===== src/rtl/booth_pkg.sv =====
// Shared types and constants for the iterative radix-4 Booth multiplier.
package booth_pkg;

  localparam int BOOTH_GROUPS = 16;
  localparam int OP_W         = 32;
  localparam int PROD_W       = 64;

  typedef enum logic [1:0] {
    ST_IDLE = 2'd0,
    ST_BUSY = 2'd1,
    ST_DONE = 2'd2
  } state_e;

  typedef struct packed {
    logic zero;
    logic one;
    logic dbl;
    logic neg;
  } booth_sel_t;

  // Partial product already weighted by its group position; negative terms
  // come back one's-complemented, the +1 is supplied by the caller's carry-in.
  function automatic logic [PROD_W-1:0] booth_pp(input booth_sel_t s,
                                                 input logic [PROD_W-1:0] x,
                                                 input int unsigned sh);
    logic [PROD_W-1:0] mag;
    mag = s.dbl ? (x << (sh + 1)) : (s.one ? (x << sh) : '0);
    if (s.zero) mag = '0;
    return s.neg ? ~mag : mag;
  endfunction

endpackage


===== src/rtl/booth_seq_mul_if.sv =====
// Operand/result handshake bundle for booth_seq_mul.
interface booth_seq_mul_if;
  import booth_pkg::*;

  logic                     in_valid;
  logic                     in_ready;
  logic signed [OP_W-1:0]   multiplicand;
  logic signed [OP_W-1:0]   multiplier;
  logic                     kill;
  logic                     out_valid;
  logic                     out_ready;
  logic signed [PROD_W-1:0] product;

  modport master (
    output in_valid, multiplicand, multiplier, kill, out_ready,
    input  in_ready, out_valid, product
  );

  modport slave (
    input  in_valid, multiplicand, multiplier, kill, out_ready,
    output in_ready, out_valid, product
  );

endinterface


===== src/rtl/booth_seq_mul_enc.sv =====
// Radix-4 Booth group encoder: {b[2j+2], b[2j+1], b[2j]} -> digit select.
module booth_enc
  import booth_pkg::*;
(
  input  logic [2:0] grp,
  output booth_sel_t sel
);

  always_comb begin
    sel = '{zero: 1'b0, one: 1'b0, dbl: 1'b0, neg: 1'b0};
    unique case (grp)
      3'b000, 3'b111: sel.zero = 1'b1;
      3'b001, 3'b010: sel.one  = 1'b1;
      3'b011:         sel.dbl  = 1'b1;
      3'b100: begin
        sel.dbl = 1'b1;
        sel.neg = 1'b1;
      end
      3'b101, 3'b110: begin
        sel.one = 1'b1;
        sel.neg = 1'b1;
      end
      default:        sel.zero = 1'b1;
    endcase
  end

endmodule


===== src/rtl/booth_seq_mul.sv =====
// Iterative 32x32 signed radix-4 Booth multiplier retiring PP_PER_CYCLE
// partial products per busy cycle through a shared adder chain.
module booth_seq_mul
  import booth_pkg::*;
#(
  parameter int PP_PER_CYCLE = 2
) (
  input  logic           clk,
  input  logic           rst_n,
  booth_seq_mul_if.slave bus
);

  localparam int PPC_SAFE = (PP_PER_CYCLE > 0) ? PP_PER_CYCLE : 1;
  localparam int N        = BOOTH_GROUPS / PPC_SAFE;
  localparam int SHIFT    = 2 * PPC_SAFE;
  localparam logic [3:0] CNT_LAST = 4'(N - 1);

  if (PP_PER_CYCLE != 1 && PP_PER_CYCLE != 2 && PP_PER_CYCLE != 4 &&
      PP_PER_CYCLE != 8 && PP_PER_CYCLE != 16) begin : g_bad_pp
    $fatal(1, "booth_seq_mul: PP_PER_CYCLE must be 1, 2, 4, 8 or 16");
  end

  state_e                   state;
  logic signed [PROD_W-1:0] mcand;
  logic signed [PROD_W-1:0] acc;
  logic signed [OP_W:0]     mplier;
  logic [3:0]               cnt;

  booth_sel_t               sel [PPC_SAFE];
  logic [PROD_W-1:0]        pp  [PPC_SAFE];
  logic [PROD_W-1:0]        acc_next;

  for (genvar j = 0; j < PPC_SAFE; j++) begin : g_grp
    booth_enc u_enc (
      .grp (mplier[2*j+2 -: 3]),
      .sel (sel[j])
    );
    assign pp[j] = booth_pp(sel[j], mcand, 2 * j);
  end

  // Each negative digit contributes its two's-complement +1 as a carry-in.
  always_comb begin
    acc_next = acc;
    for (int j = 0; j < PPC_SAFE; j++) begin
      acc_next = acc_next + pp[j] + {{(PROD_W-1){1'b0}}, sel[j].neg};
    end
  end

  always_ff @(posedge clk or negedge rst_n) begin
    if (!rst_n) begin
      state  <= ST_IDLE;
      mcand  <= '0;
      acc    <= '0;
      mplier <= '0;
      cnt    <= '0;
    end else begin
      unique case (state)
        ST_IDLE: begin
          if (bus.in_valid && !bus.kill) begin
            mcand  <= {{(PROD_W-OP_W){bus.multiplicand[OP_W-1]}}, bus.multiplicand};
            mplier <= {bus.multiplier, 1'b0};
            acc    <= '0;
            cnt    <= '0;
            state  <= ST_BUSY;
          end
        end
        ST_BUSY: begin
          if (bus.kill) begin
            state <= ST_IDLE;
          end else begin
            acc    <= acc_next;
            mplier <= mplier >>> SHIFT;
            mcand  <= mcand << SHIFT;
            cnt    <= cnt + 4'd1;
            if (cnt == CNT_LAST) state <= ST_DONE;
          end
        end
        ST_DONE: begin
          if (bus.kill || bus.out_ready) state <= ST_IDLE;
        end
        default: state <= ST_IDLE;
      endcase
    end
  end

  // Product is only exposed in DONE so no partial sum ever reaches the port.
  assign bus.in_ready  = (state == ST_IDLE);
  assign bus.out_valid = (state == ST_DONE);
  assign bus.product   = (state == ST_DONE) ? acc : '0;

endmodule


===== src/flat_wrapper.sv =====
// flat-port wrapper written by rule: the top's interface ports become plain ports
module booth_seq_mul_flat import booth_pkg::*;
#(
  parameter int PP_PER_CYCLE = 2
)
  (clk, rst_n, bus_in_valid, bus_multiplicand, bus_multiplier, bus_kill, bus_out_ready, bus_in_ready, bus_out_valid, bus_product);
  booth_seq_mul_if bus_i ();
  input  logic clk;
  input  logic rst_n;
  input wire logic [$bits(bus_i.in_valid)-1:0] bus_in_valid;
  input wire logic [$bits(bus_i.multiplicand)-1:0] bus_multiplicand;
  input wire logic [$bits(bus_i.multiplier)-1:0] bus_multiplier;
  input wire logic [$bits(bus_i.kill)-1:0] bus_kill;
  input wire logic [$bits(bus_i.out_ready)-1:0] bus_out_ready;
  output wire logic [$bits(bus_i.in_ready)-1:0] bus_in_ready;
  output wire logic [$bits(bus_i.out_valid)-1:0] bus_out_valid;
  output wire logic [$bits(bus_i.product)-1:0] bus_product;
  assign bus_i.in_valid = bus_in_valid;
  assign bus_i.multiplicand = bus_multiplicand;
  assign bus_i.multiplier = bus_multiplier;
  assign bus_i.kill = bus_kill;
  assign bus_i.out_ready = bus_out_ready;
  assign bus_in_ready = bus_i.in_ready;
  assign bus_out_valid = bus_i.out_valid;
  assign bus_product = bus_i.product;
  booth_seq_mul #(.PP_PER_CYCLE(PP_PER_CYCLE)) u_core (.clk(clk), .rst_n(rst_n), .bus(bus_i));
endmodule

===== config.mk =====
export PLATFORM = sky130hd
export DESIGN_NAME = booth_seq_mul_flat
export DESIGN_NICKNAME = d
export VERILOG_FILES = /design/src/rtl/booth_pkg.sv /design/src/rtl/booth_seq_mul_if.sv /design/src/rtl/booth_seq_mul_enc.sv /design/src/rtl/booth_seq_mul.sv /design/src/flat_wrapper.sv
export SDC_FILE = /design/constraint.sdc
export NUM_CORES = 1
export LEC_CHECK = 0
export CAP_MARGIN = 10
export CORE_ASPECT_RATIO = 0.6
export CORE_MARGIN = 2
export CORE_UTILIZATION = 35
export DETAILED_ROUTE_END_ITERATION = 10
export PLACE_DENSITY = 0.58
export SLEW_MARGIN = 20
export SYNTH_ARGS = -nofsm -noshare
export SYNTH_HDL_FRONTEND = slang
export SYNTH_SLANG_ARGS = --single-unit
export TNS_END_PERCENT = 5

===== constraint.sdc =====
create_clock -name clk -period 6.6 [get_ports clk]
set_clock_uncertainty 0.2 [all_clocks]
set_input_delay 0.66 -clock clk [delete_from_list [all_inputs] [get_ports clk]]
set_output_delay 0.66 -clock clk [all_outputs]
set_load 0.1 [all_outputs]

After elaboration in Yosys (flattened, before gate mapping)
Index checks and enable logic that the tools add are counted.
W data, S select, Z words.
{ "classes": {"addsub": 5, "eq_ne": 21, "mux": 34, "bitwise": 3, "reduce_logical": 18} }
{ "op_table": {"columns": ["cell", "n"], "rows": [
  ["$mux W64", 13],
  ["$pmux W64 S2", 2],
  ["$add A64 B1 Y64", 2],
  ["$add A64 B64 Y64", 2],
  ["$not A64 Y64", 2],
  ["$pmux W33 S2", 1],
  ["$mux W33", 1],
  ["$mux W32", 1],
  ["$eq A3 B3 Y1 const B", 8],
  ["$eq A3 B2 Y1 const B", 4],
  ["$reduce_and A3 Y1", 3],
  ["$mux W1", 8],
  ["$mux W2", 4],
  ["$mux W4", 2],
  ["$pmux W4 S2", 1],
  ["$reduce_or A2 Y1", 4],
  ["$reduce_or A4 Y1", 2],
  ["$eq A3 B1 Y1 const B", 2],
  ["$logic_not A3 Y1", 2],
  ["$pmux W2 S3", 1],
  ["$reduce_or A3 Y1", 2],
  ["$add A4 B1 Y4 const B", 1],
  ["$eq A4 B3 Y1 const B", 1],
  ["$ne A2 B1 Y1 const B", 2],
  ["10 further kinds", 10]
]} }
{ "totals": {"reg_bits": 167, "input_bits": 69, "word_cells": 87} }

Depth between registers and ports, before layout
{ "depth": {"word_depth": 14, "mapped_depth": 26} }

Hierarchy
Synthesis repeated with hierarchy kept, for this count alone.
{ "hier_totals": {"cells_unflattened": 2007, "hier_area_um2": 15566.2} }
{ "by_module_without_submodules": {"columns": ["module", "n_inst", "cells_per_inst", "area_each_um2"], "rows": [
  ["booth_seq_mul", 1, 1993, 15476.1],
  ["booth_enc", 2, 7, 45.0]
]} }

Worst setup path before layout
No wires, ideal clock.
{ "synth_path": {"path_type": "reg2reg", "start": "reg u_core.mplier[2]", "end": "reg u_core.acc[56]", "setup_time_ns": 0.069, "arrival_ns": 6.446, "setup_slack_ns": -0.115, "stages_incl_launch_ff": 23, "n_path_buf": 5, "path_cell_list": "dfrtp_1 clkbuf_1 buf_1 clkbuf_1 inv_1 ha_1 o31ai_1 clkbuf_1 buf_1 xnor2_1 fa_1 inv_1 ha_1 a21o_1 a221oi_1 o21ai_2 a311o_2 a31oi_1 o41a_1 o31a_1 o31a_1 or4_1 nand3_1"} }
{ "synth_between": {"elab_chain_len": 14} }
{ "synth_rtl": {"columns": ["item", "line", "text"], "rows": [
  ["start: declaration", "booth_seq_mul.sv:26", "logic signed [OP_W:0] mplier;"],
  ["start signal: assignment", "booth_seq_mul.sv:61", "mplier <= {bus.multiplier, 1'b0};"],
  ["start signal: assignment", "booth_seq_mul.sv:72", "mplier <= mplier >>> SHIFT;"],
  ["$eq A3 B3 Y1, or another cell as far along", "booth_seq_mul_enc.sv:11", "unique case (grp)"],
  ["$reduce_or A4 Y1 (no line)", null, null],
  ["$mux W1", "booth_seq_mul_enc.sv:11", null],
  ["$mux W64 (2 in series)", "booth_pkg.sv:27", "mag = s.dbl ? (x << (sh + 1)) : (s.one ? (x << sh) : '0);"],
  ["$mux W64", "booth_pkg.sv:28", "if (s.zero) mag = '0;"],
  ["$not A64 Y64", "booth_pkg.sv:29", "return s.neg ? ~mag : mag;"],
  ["$mux W64", "booth_pkg.sv:29", null],
  ["$add A64 B64 Y64", "booth_seq_mul.sv:45", "acc_next = acc_next + pp[j] + {{(PROD_W-1){1'b0}}, sel[j].neg};"],
  ["$add A64 B1 Y64", "booth_seq_mul.sv:45", null],
  ["$add A64 B64 Y64", "booth_seq_mul.sv:45", null],
  ["$add A64 B1 Y64 (*)", "booth_seq_mul.sv:45", null],
  ["$mux W64 (*)", "booth_seq_mul.sv:68", "if (bus.kill) begin"],
  ["$pmux W64 S2 (*)", "booth_seq_mul.sv:57", "unique case (state)"],
  ["end signal: assignment", "booth_seq_mul.sv:71", "acc <= acc_next;"],
  ["end: declaration", "booth_seq_mul.sv:25", "logic signed [PROD_W-1:0] acc;"]
]} }
Mark *: on every way between the ends. The rest lies on a longest branch, timed or not. The select of a mux whose other input is x is not followed.
A chain may end at the register's enable or synchronous reset.

Final worst setup path
{ "layout_path": {"start": "reg u_core.mplier[2]", "end": "reg u_core.acc[62]"} }
The elaborated chain is that of the path after synthesis.

==> metrics.log <==
[metrics] result of the run: finished, final reports clean
[metrics] CP Max Fanout: 24
[metrics] slowest stage delay, CP: 0.51 ns
[metrics] Most used DFF post-synth: sky130_fd_sc_hd__dfrtp_1
[metrics] # IOs: 135
[metrics] placement row count: 60
[metrics] post-detailed-route via-to-cell ratio: 5.523
[metrics] setup slack of the worst register-to-register path: 0.30 ns
[metrics] data required time at the worst endpoint: 6.79 ns
[metrics] ordered cell list for the critical path: ha_1 > a21oi_4 > buf_4 > nand3_1 > a21oi_1 > xnor2_1 > fa_1 > inv_1 > ha_1 > a21oi_1 > o21ai_0 > or2_2 > a311o_1 > a21oi_1 > a311oi_1 > o21ai_0 > nand3_1 > a211o_1 > o211ai_1
[metrics] final setup slack of the worst path: 0.2981 ns
[metrics] count of flip-flops with a built-in enable after synthesis: 0
[metrics] r2r startpoint: u_core.mplier[2]$_DFFE_PN0P_
[metrics] Cell variety after synth: 63
[metrics] fraction of the yosys area taken by sequential cells: 0.2625
[metrics] flop and latch count out of synthesis: 167
[metrics] Die Outline Area: 0.04727 mm^2
[metrics] clock-pin slew reported for the worst setup and hold paths after clock tree synthesis: 0.08 ns
[metrics] total vias in the final route: 14856
[metrics] number of warnings issued by yosys: 0
[metrics] NumNets Final: 2287
[metrics] dpl cell area: 0.01771 mm^2
[metrics] effective utilization at floorplan: 0.3552
[metrics] count of fill cells added during filler insertion: 4543
[metrics] Worst setup EP type: flop
[metrics] largest net degree at the start of global routing: 93
[metrics] Setup Buffers After CTS: 0
[metrics] chip width: 279.4 um
[metrics] highest achievable clock rate: 158.7 MHz
[metrics] count of cells along the worst register-to-register path: 19
[metrics] Crit path top cell by count: sky130_fd_sc_hd__a21oi_1
[metrics] level count of the clock H-tree: 4
[metrics] gr usage total: 0.2196
[metrics] number of buffers on the longest clock path: 2
[metrics] Initial DRT Pass Iterations: 6
[metrics] placed wire-length estimate after detailed placement: 38.19 mm
[metrics] WL final: 51.86 mm
[metrics] kind of launch point of the worst setup path: flop
[metrics] share of cells above drive strength 1: 0.05476
[metrics] Final Slew Violations: 0
[metrics] worst slew pin tran: 1.061 ns
[metrics] Area Overhead vs Synth: 14.98%
[metrics] root buffer cell: sky130_fd_sc_hd__clkbuf_16
[metrics] post-CTS resize count: 0
[metrics] average wire per cell in the routed design: 19.28 um
[metrics] Setup WS pre-CTS: 0.5371 ns
[metrics] number of DRC violations after detailed routing: 0
[metrics] post-synthesis async set-or-reset flop share: 1.000
[metrics] final hold vios: 0
[metrics] top library cells by usage in the layout, fill and taps aside: 300 x sky130_fd_sc_hd__nand2_1, 200 x sky130_fd_sc_hd__a21oi_1, 166 x sky130_fd_sc_hd__dfrtp_1, 156 x sky130_fd_sc_hd__inv_1, 146 x sky130_fd_sc_hd__xnor2_1
[metrics] final weighted congestion of routability-driven global placement: 0.9701
[metrics] die height: 169.2 um
[metrics] cell type of the slowest stage on the worst timing path: sky130_fd_sc_hd__fa_1
[metrics] most frequent standard cell in the layout excluding fill and tap cells: sky130_fd_sc_hd__nand2_1
[metrics] remaining max-slew budget at the tightest pin: 0.2928
[metrics] antenna violations before repair: 0
[metrics] number of global-route vias before repair: 13674
[metrics] setup repair after global routing missed its margin: no
[metrics] critical path class: flop to flop
[metrics] synthesized cell area: 0.01592 mm^2
[metrics] number of buffers added on ports: 134
[metrics] first-pass GRT wire length: 81.72 mm
[metrics] final critical path time including I/O delays and setup: 6.302 ns
[metrics] clock latency on the worst-skew pair: 0.46 ns
[metrics] Sink Count: 167
[metrics] part of the cycle the worst path needs: 0.9548
[metrics] Initial DRC Count: 1764
[metrics] Fin Setup TNS: 0 ns
[metrics] Layout Cell Area excl Fill: 0.01831 mm^2
[metrics] class of the worst hold path: primary input to async pin
[metrics] number of buffers inserted during clock tree synthesis: 17
[metrics] Synthesized Nets: 2296
[metrics] core region area: 0.04482 mm^2
[metrics] setup-violating endpoint count in the final report: 0
[metrics] CTS tree: yes
[metrics] quantity of hold-fixing buffers added after cts: 0
[metrics] number of max-cap violations: 0
[metrics] syn avg cell area: 7.596 um^2
[metrics] Crit path arrival time: 6.49 ns
[metrics] worst flop-to-flop path endpoint: u_core.acc[62]$_DFFE_PN0P_
[metrics] first element of the critical path: u_core.mplier[2]$_DFFE_PN0P_
[metrics] post-route ant nets: 0
[metrics] cells after synthesis: 2096
[metrics] sum of overflow across all layers after global routing: 0
-- synthesized netlist by cell type (all sizes together) (5+ instances only) --
library cell / count / share of area
o21ai: 94 / 0.030
a221oi: 8 / 0.0044
and2: 71 / 0.028
a31oi: 62 / 0.024
and3: 6 / 0.0024
xor2: 38 / 0.021
fa: 64 / 0.080
nand2: 301 / 0.071
o22ai: 82 / 0.032
nand3: 78 / 0.025
ha: 67 / 0.053
o21a: 5 / 0.0024
nand2b: 8 / 0.0031
buf: 16 / 0.0039
mux2i: 5 / 0.0031
xnor2: 147 / 0.081
nor2b: 10 / 0.0039
nor2: 104 / 0.025
dfrtp: 167 / 0.26
or2: 6 / 0.0024
a21oi: 201 / 0.063
a221o: 8 / 0.0050
inv: 157 / 0.037
nor3b: 5 / 0.0024
clkbuf: 200 / 0.047
or3: 6 / 0.0024
nor3: 15 / 0.0047
o221ai: 19 / 0.010
nand4: 26 / 0.010
o31ai: 5 / 0.0024
a21o: 58 / 0.027
o21bai: 11 / 0.0052
-- metrics by stage --
stage	instances	util	hold slack, ns
CTS	2689	0.4084	0.1149
floorplan	2096	-	0.1644
global placement	2657	0.3951	0.2642
detailed placement	2657	0.3951	0.2917
global route	2689	0.4084	0.1659
finish	2690	0.4085	0.07893
-- layer usage --
layer	vias to the layer above	GRT usage	share of wire	wire length, um
li1	7087	-	-	-
met1	7041	0.3552	0.51	26380
met2	689	0.2895	0.39	19990
met3	39	0.04639	0.093	4838
met4	0	0.04745	0.013	665
met5	-	0	0	0
-- kinds of logic after synthesis --
| group | Yosys count | synth area share |
|---|---|---|
| flops | 167 | 0.2625 |
| fa+ha+maj | 131 | 0.1331 |
| buf+inv | 373 | 0.08801 |
| mux | 7 | 0.004558 |
| simple gates | 642 | 0.1822 |
| compound gates | 591 | 0.2278 |
| xor+xnor | 185 | 0.1018 |
-- state kept, by name, summed over array words and instances, names as in the netlist --
signal / flops
u_core.cnt: 4
u_core.mcand: 64
u_core.mplier: 33
u_core.acc: 64
u_core.state: 2
-- how the worst max path moves through the flow --
stage	to	depth (start not counted)	slack, ns
after CTS	u_core.acc[62]$_DFFE_PN0P_	18	0.51
after detailed placement	u_core.acc[62]$_DFFE_PN0P_	18	0.54
after floorplan	u_core.acc[56]$_DFFE_PN0P_	22	0.09
after global routing	u_core.acc[62]$_DFFE_PN0P_	19	0.03
after global placement	u_core.acc[62]$_DFFE_PN0P_	19	0.59
final	u_core.acc[62]$_DFFE_PN0P_	19	0.30
-- cell type report --
cell class                      count  area (um^2)  share of cell area
Clock inverter                     13        153.9            0.008407
Clock buffer                       19        442.9             0.02420
Inverter                          157        589.3             0.03219
Multi-Input combinational cell   1556        10430              0.5695
Tap cell                          589        737.0             0.04026
Sequential cell                   167         4183              0.2285
Timing Repair Buffer              188         1773             0.09685
Antenna cell                        1        2.502           0.0001367
-- worst max-delay path: cells and delay by family (launching register included) --
kind                       cells  cell delay [ns]
DFF                            1             0.49
AOI/OAI and AO/OA             10             2.84
adders and majority gates      3             1.30
and+or+nand+nor                3             0.87
buffers and inverters          2             0.35
xor gates and xnor gates       1             0.13
Power is not shown: default switching activity piles up to over one toggle a cycle in this logic, so the estimate is an artifact.
